==> src/rtl/pipe_scroller.sv <==
// Single-pipe scroller feeding the collision checker: scrolls, respawns with an
// LFSR-derived gap height and scores passes. Optional macro: PIPE_SPEEDUP_EN.
module pipe_scroller #(
  parameter int SCREEN_W = 640,
  parameter int PIPE_W   = 80,
  parameter int SPEED    = 2,
  parameter int Y_MIN    = 40,
  parameter int Y_RANGE  = 300
) (
  input  logic       Clk,
  input  logic       reset,
  input  logic       Start,
  input  logic       Ack,
  input  logic       Freeze,
  input  logic       Frame_Tick,
  input  logic [9:0] Bird_X,
  output logic [9:0] X_Edge,
  output logic [9:0] Y_Edge,
  output logic       Pipe_Valid,
  output logic [7:0] Score,
  output logic       Score_Pulse,
  output logic       Q_Idle,
  output logic       Q_Run,
  output logic       Q_Freeze
);

  // One-hot encoding so the state flags are the state register bits themselves.
  typedef enum logic [2:0] {
    S_IDLE   = 3'b001,
    S_RUN    = 3'b010,
    S_FREEZE = 3'b100
  } state_t;

  state_t      state, state_next;
  logic [15:0] lfsr;
  logic        passed, passed_next;
  logic [9:0]  x_next, y_next;
  logic [7:0]  score_next;
  logic        pulse_next;
  logic        respawn;
  logic [8:0]  gap_raw, gap;
  logic [9:0]  new_y;
  logic [9:0]  step;
  logic [10:0] right_edge;
  logic        feedback;

  assign {Q_Freeze, Q_Run, Q_Idle} = state;

  // Y_RANGE > 256 keeps a 9-bit draw within two ranges, so one subtract folds it.
  assign gap_raw = lfsr[8:0];
  assign gap     = (gap_raw >= 9'(Y_RANGE)) ? (gap_raw - 9'(Y_RANGE)) : gap_raw;
  assign new_y   = 10'(Y_MIN) + {1'b0, gap};

`ifdef PIPE_SPEEDUP_EN
  logic [4:0] bonus;
  assign bonus = (Score[7:3] > 5'd3) ? 5'd3 : Score[7:3];
  assign step  = 10'(SPEED) + {5'd0, bonus};
`else
  assign step  = 10'(SPEED);
`endif

  // 11-bit right edge so a pipe near the right border cannot wrap below Bird_X.
  assign right_edge = {1'b0, X_Edge} + 11'(PIPE_W);
  assign feedback   = lfsr[15] ^ lfsr[13] ^ lfsr[12] ^ lfsr[10];

  // Start and Ack are level inputs: Start is only acted on in idle, Ack only in
  // freeze; there is no ready/acknowledge back to the source.
  always_comb begin
    state_next  = state;
    x_next      = X_Edge;
    y_next      = Y_Edge;
    score_next  = Score;
    pulse_next  = 1'b0;
    passed_next = passed;
    respawn     = 1'b0;
    case (state)
      S_IDLE: begin
        if (Start) begin
          x_next      = 10'(SCREEN_W);
          y_next      = new_y;
          score_next  = 8'd0;
          passed_next = 1'b0;
          state_next  = S_RUN;
        end
      end
      S_RUN: begin
        if (Freeze) begin
          state_next = S_FREEZE;
        end else begin
          if (Frame_Tick) begin
            if (X_Edge < step) begin
              x_next      = 10'(SCREEN_W);
              y_next      = new_y;
              passed_next = 1'b0;
              respawn     = 1'b1;
            end else begin
              x_next = X_Edge - step;
            end
          end
          if (!respawn && !passed && (right_edge < {1'b0, Bird_X})) begin
            passed_next = 1'b1;
            if (Score != 8'hFF) begin
              score_next = Score + 8'd1;
              pulse_next = 1'b1;
            end
          end
        end
      end
      S_FREEZE: begin
        if (Ack) state_next = S_IDLE;
      end
      default: state_next = S_IDLE;
    endcase
  end

  always_ff @(posedge Clk or posedge reset) begin
    if (reset) begin
      state       <= S_IDLE;
      X_Edge      <= 10'(SCREEN_W);
      Y_Edge      <= 10'(Y_MIN);
      Score       <= 8'd0;
      Score_Pulse <= 1'b0;
      passed      <= 1'b0;
      lfsr        <= 16'hACE1;
      Pipe_Valid  <= 1'b0;
    end else begin
      state       <= state_next;
      X_Edge      <= x_next;
      Y_Edge      <= y_next;
      Score       <= score_next;
      Score_Pulse <= pulse_next;
      passed      <= passed_next;
      lfsr        <= {lfsr[14:0], feedback};
      Pipe_Valid  <= (state_next != S_IDLE);
    end
  end

endmodule

==> config.mk <==
export PLATFORM = sky130hd
export DESIGN_NAME = pipe_scroller
export DESIGN_NICKNAME = d
export VERILOG_FILES = /design/src/rtl/pipe_scroller.sv
export SDC_FILE = /design/constraint.sdc
export NUM_CORES = 1
export LEC_CHECK = 0
export ABC_AREA = 1
export CORE_UTILIZATION = 40
export CTS_BUF_LIST = sky130_fd_sc_hd__clkbuf_8
export CTS_CLUSTER_DIAMETER = 30
export DETAILED_ROUTE_END_ITERATION = 8
export PLACE_DENSITY_LB_ADDON = 0.2
export SETUP_SLACK_MARGIN = 0.2
export SYNTH_ARGS = -nofsm -noshare
export SYNTH_HDL_FRONTEND = slang
export SYNTH_SLANG_ARGS = --single-unit
==> constraint.sdc <==
create_clock -name Clk -period 3.9 [get_ports Clk]
set_input_delay 0.78 -clock Clk [delete_from_list [all_inputs] [get_ports Clk]]
set_output_delay 0.78 -clock Clk [all_outputs]
set_load 0.02 [all_outputs]
==> summary.md <==
| Metric | Value |
|---|---|
| Mapped Avg Cell Area | `8.36 µm²` |
| WL per Instance | `11.6 µm` |
| Post-synth EDFFs | `0` |
| Clock root cell | `clkbuf_8` |
| WHS Path Cells | `0` |
| Worst-Skew Late Latency | `300 ps` |
| Int Power | `1.06 mW` |
| RR Startpoint | `X_Edge[4]$_DFFE_PP0P_` |
| Maximum capacitance violations | `0` |
| CTS tree | `yes` |
| Hold Crit Class | `reg -> reg` |
| Core footprint | `0.00683 mm²` |
| Nets | `419` |
| Post-CTS setup buffers | `0` |
| Row cnt | `30` |
| WS Path Type | `reg -> reg` |
| Post-synthesis sequential area ratio | `0.438` |
| Cell area after layout | `0.00346 mm²` |
| Ports | `49` |
| Fraction of registers with async set or reset after synthesis | `1.00` |
| Synth cell count leaders | `nand2_1, inv_1, dfrtp_1` |
| Cts hold-fix bufs | `0` |
| Maximum vdd drop | `0.214 mV` |
| Vias per inst | `4.59` |
| Worst R2R Setup Slack | `1540 ps` |
| Status | `finished, final reports clean` |
| Hold slack | `358 ps` |
| Largest net degree at the start of global routing | `50` |
| Clock Power Share | `0.167` |
| Setup Slack @ Placement | `1210 ps` |
| Min-delay src | `lfsr[9]$_DFF_PP0_` |
| Psw | `0.776 mW` |
| Yosys reg bits | `49` |
| Die H | `86.2 µm` |
| Number of antenna violations at the first check in global routing | `0` |
| Share of cells above drive strength 1 | `0.116` |
| Final setup vio count | `0` |
| Startpoint Class | `register` |
| Clk buf depth | `2` |
| Final ANT Viol Nets | `0` |
| Syn. warnings | `0` |
| Reg-to-reg endpoint | `Score[3]$_DFFE_PP0P_` |
| First-pass GRT wire length | `9590 µm` |
| Setup Skew | `9.27 ps` |
| Setup crit end kind | `register` |
| R2R depth | `14` |
| Setup ws final | `1540 ps` |
| Cell Pwr Density | `529 mW/mm²` |
| DP Area | `0.00337 mm²` |
| Remaining DRCs | `0` |
| Worst slew pin tran | `994 ps` |
| Most numerous cell in the Yosys netlist | `nand2_1` |
| Combinational power share | `0.462` |
| GP Congestion | `0.798` |
| Starting density of the core | `0.415` |
| Inserted Diodes | `0` |
| Fillers | `678` |
| GRT Resource Usage Total | `0.164` |
| Final WL | `5620 µm` |
| Total grt overflow | `0` |
| Final hold viol count | `0` |
| Area Overhead vs Synth | `22.3%` |
| CP required | `4100 ps` |
| Net Sw Frac | `0.424` |
| Tcrit/Tclk final | `0.605` |
| Sum Neg Setup Slack | `0 ps` |
| Pre-antenna DRT Iters | `4` |
| Clk pin slew, worst setup/hold paths | `100 ps` |
| # clock sinks | `49` |
| Top_reg_cell synth | `dfrtp_1` |
| Unrepaired setup endpoints after global routing | `no` |
| Min Tclk post-route | `2360 ps` |
| Flop pwr share | `0.370` |
| Cell area after synthesis | `0.00283 mm²` |
| Die width | `86.2 µm` |
| Synth Net Count | `371` |
| Worst slew margin | `0.337` |
| Endpoint, Worst Hold | `lfsr[10]$_DFF_PP1_` |
| Fmax achieved | `424 MHz` |
| Synth top area share | `0.318` |
| Crit Path Max Fanout | `10` |
| Dpl hpwl | `4320 µm` |
| Final Max Slew Viols | `0` |
| H-Tree Depth | `2` |
| Most area-hungry cell type in the Yosys netlist | `dfrtp_1` |
| Starting DRT DRC Count | `108` |
| Number of global-route vias before repair | `2132` |
| TritonCTS Buffers | `5` |
| Port Buffer Count | `47` |
| Arr. time, crit path | `2560 ps` |
| Pleak | `1.69 nW` |
| CTS-repair resized insts | `0` |
| Die Area | `0.00743 mm²` |
| Via count | `2221` |
| Yosys cell types | `38` |
| Ranking of synthesized cells by area | `dfrtp_1, dfstp_2, nand2_1` |
| Post-synthesis cell count | `339` |
registers in the layout (all words and copies together), names as in the netlist:
name / flops
passed: 1
state: 3
Score: 8
X_Edge: 9
Score_Pulse: 1
Pipe_Valid: 1
Y_Edge: 10
lfsr: 16
routing by layer:
metal,vias to the layer above,track usage,part of all wire
li1,1177,-,-
met1,1020,0.206,0.48
met2,22,0.292,0.49
met3,2,0.0267,0.024
met4,0,0.0439,0.0052
met5,-,0,0
per-stage QoR:
| step | utilization | cells | power, mW |
|---|---|---|---|
| 3_5_place_dp | 0.494 | 476 | 1.55 |
| 3_3_place_gp | 0.494 | 476 | 1.53 |
| 6_report | 0.507 | 484 | 1.83 |
| 2_1_floorplan | - | 339 | 1.30 |
| 4_1_cts | 0.507 | 484 | 1.85 |
| 5_1_grt | 0.507 | 484 | 1.98 |
worst max path at each step:
stage	cells after the start	slack [ps]	to	from
after global placement	13	1280	Score[3]$_DFFE_PP0P_	Bird_X[6]
after CTS	14	1510	Score[3]$_DFFE_PP0P_	X_Edge[4]$_DFFE_PP0P_
after floorplan	14	1680	Score[0]$_DFFE_PP0P_	X_Edge[4]$_DFFE_PP0P_
final	14	1540	Score[3]$_DFFE_PP0P_	X_Edge[4]$_DFFE_PP0P_
after global routing	14	1320	Score[0]$_DFFE_PP0P_	X_Edge[4]$_DFFE_PP0P_
after detailed placement	14	1210	Score[3]$_DFFE_PP0P_	Bird_X[4]
cell families (layout without fill, tap and decap cells):
kind of cell               Yosys count  in the layout  share of synthesized area
and+or+nand+nor                    165            165                      0.280
buffers and inverters               60            109                     0.0927
DFF                                 49             49                      0.438
AOI/OAI and AO/OA                   37             37                     0.0826
adders and majority gates           16             16                     0.0706
xor gates and xnor gates            11             11                     0.0340
other                                1              1                    0.00132
placed cells by master (no fill, tap or decap), drive strengths merged, types with 3 or more instances in the layout:
cell type / n
inv: 55
nor3: 11
dfrtp: 36
nand3: 31
dfstp: 13
clkdlybuf4s50: 47
nor3b: 3
clkbuf: 5
xnor2: 5
xor2: 6
nand2: 91
nor2: 26
o211ai: 3
a21oi: 11
ha: 16
o21ai: 15
critical path, cell delays in order, from the launching register on:
cell and delay, ps:
dfrtp_1 410, inv_1 130, o21ai_0 280, nand3_1 130
xor2_1 170, ha_1 290, inv_1 40, o211ai_1 170
inv_1 60, nand2_1 100, nor2_1 60, nand2_2 180
nand2_4 110, nand2_1 80, nand2_1 50
power by group through the flow:
stage | logic, mW | registers, mW | clock network [mW]
2_1_floorplan | 0.558 | 0.745 | 0
3_3_place_gp | 0.842 | 0.689 | 0
3_5_place_dp | 0.856 | 0.690 | 0
4_1_cts | 0.859 | 0.680 | 0.313
5_1_grt | 0.950 | 0.693 | 0.335
6_report | 0.846 | 0.678 | 0.306
area by class of cell:
cell class	count	area (µm²)	area share
clock inverter	3	21.3	0.00614
tap	96	120	0.0347
timing repair buffer	47	470	0.136
sequential	49	1240	0.359
inverter	54	213	0.0614
multi-input combinational	230	1330	0.384
clock buffer	5	68.8	0.0199
(Power assumes the default switching activity.)
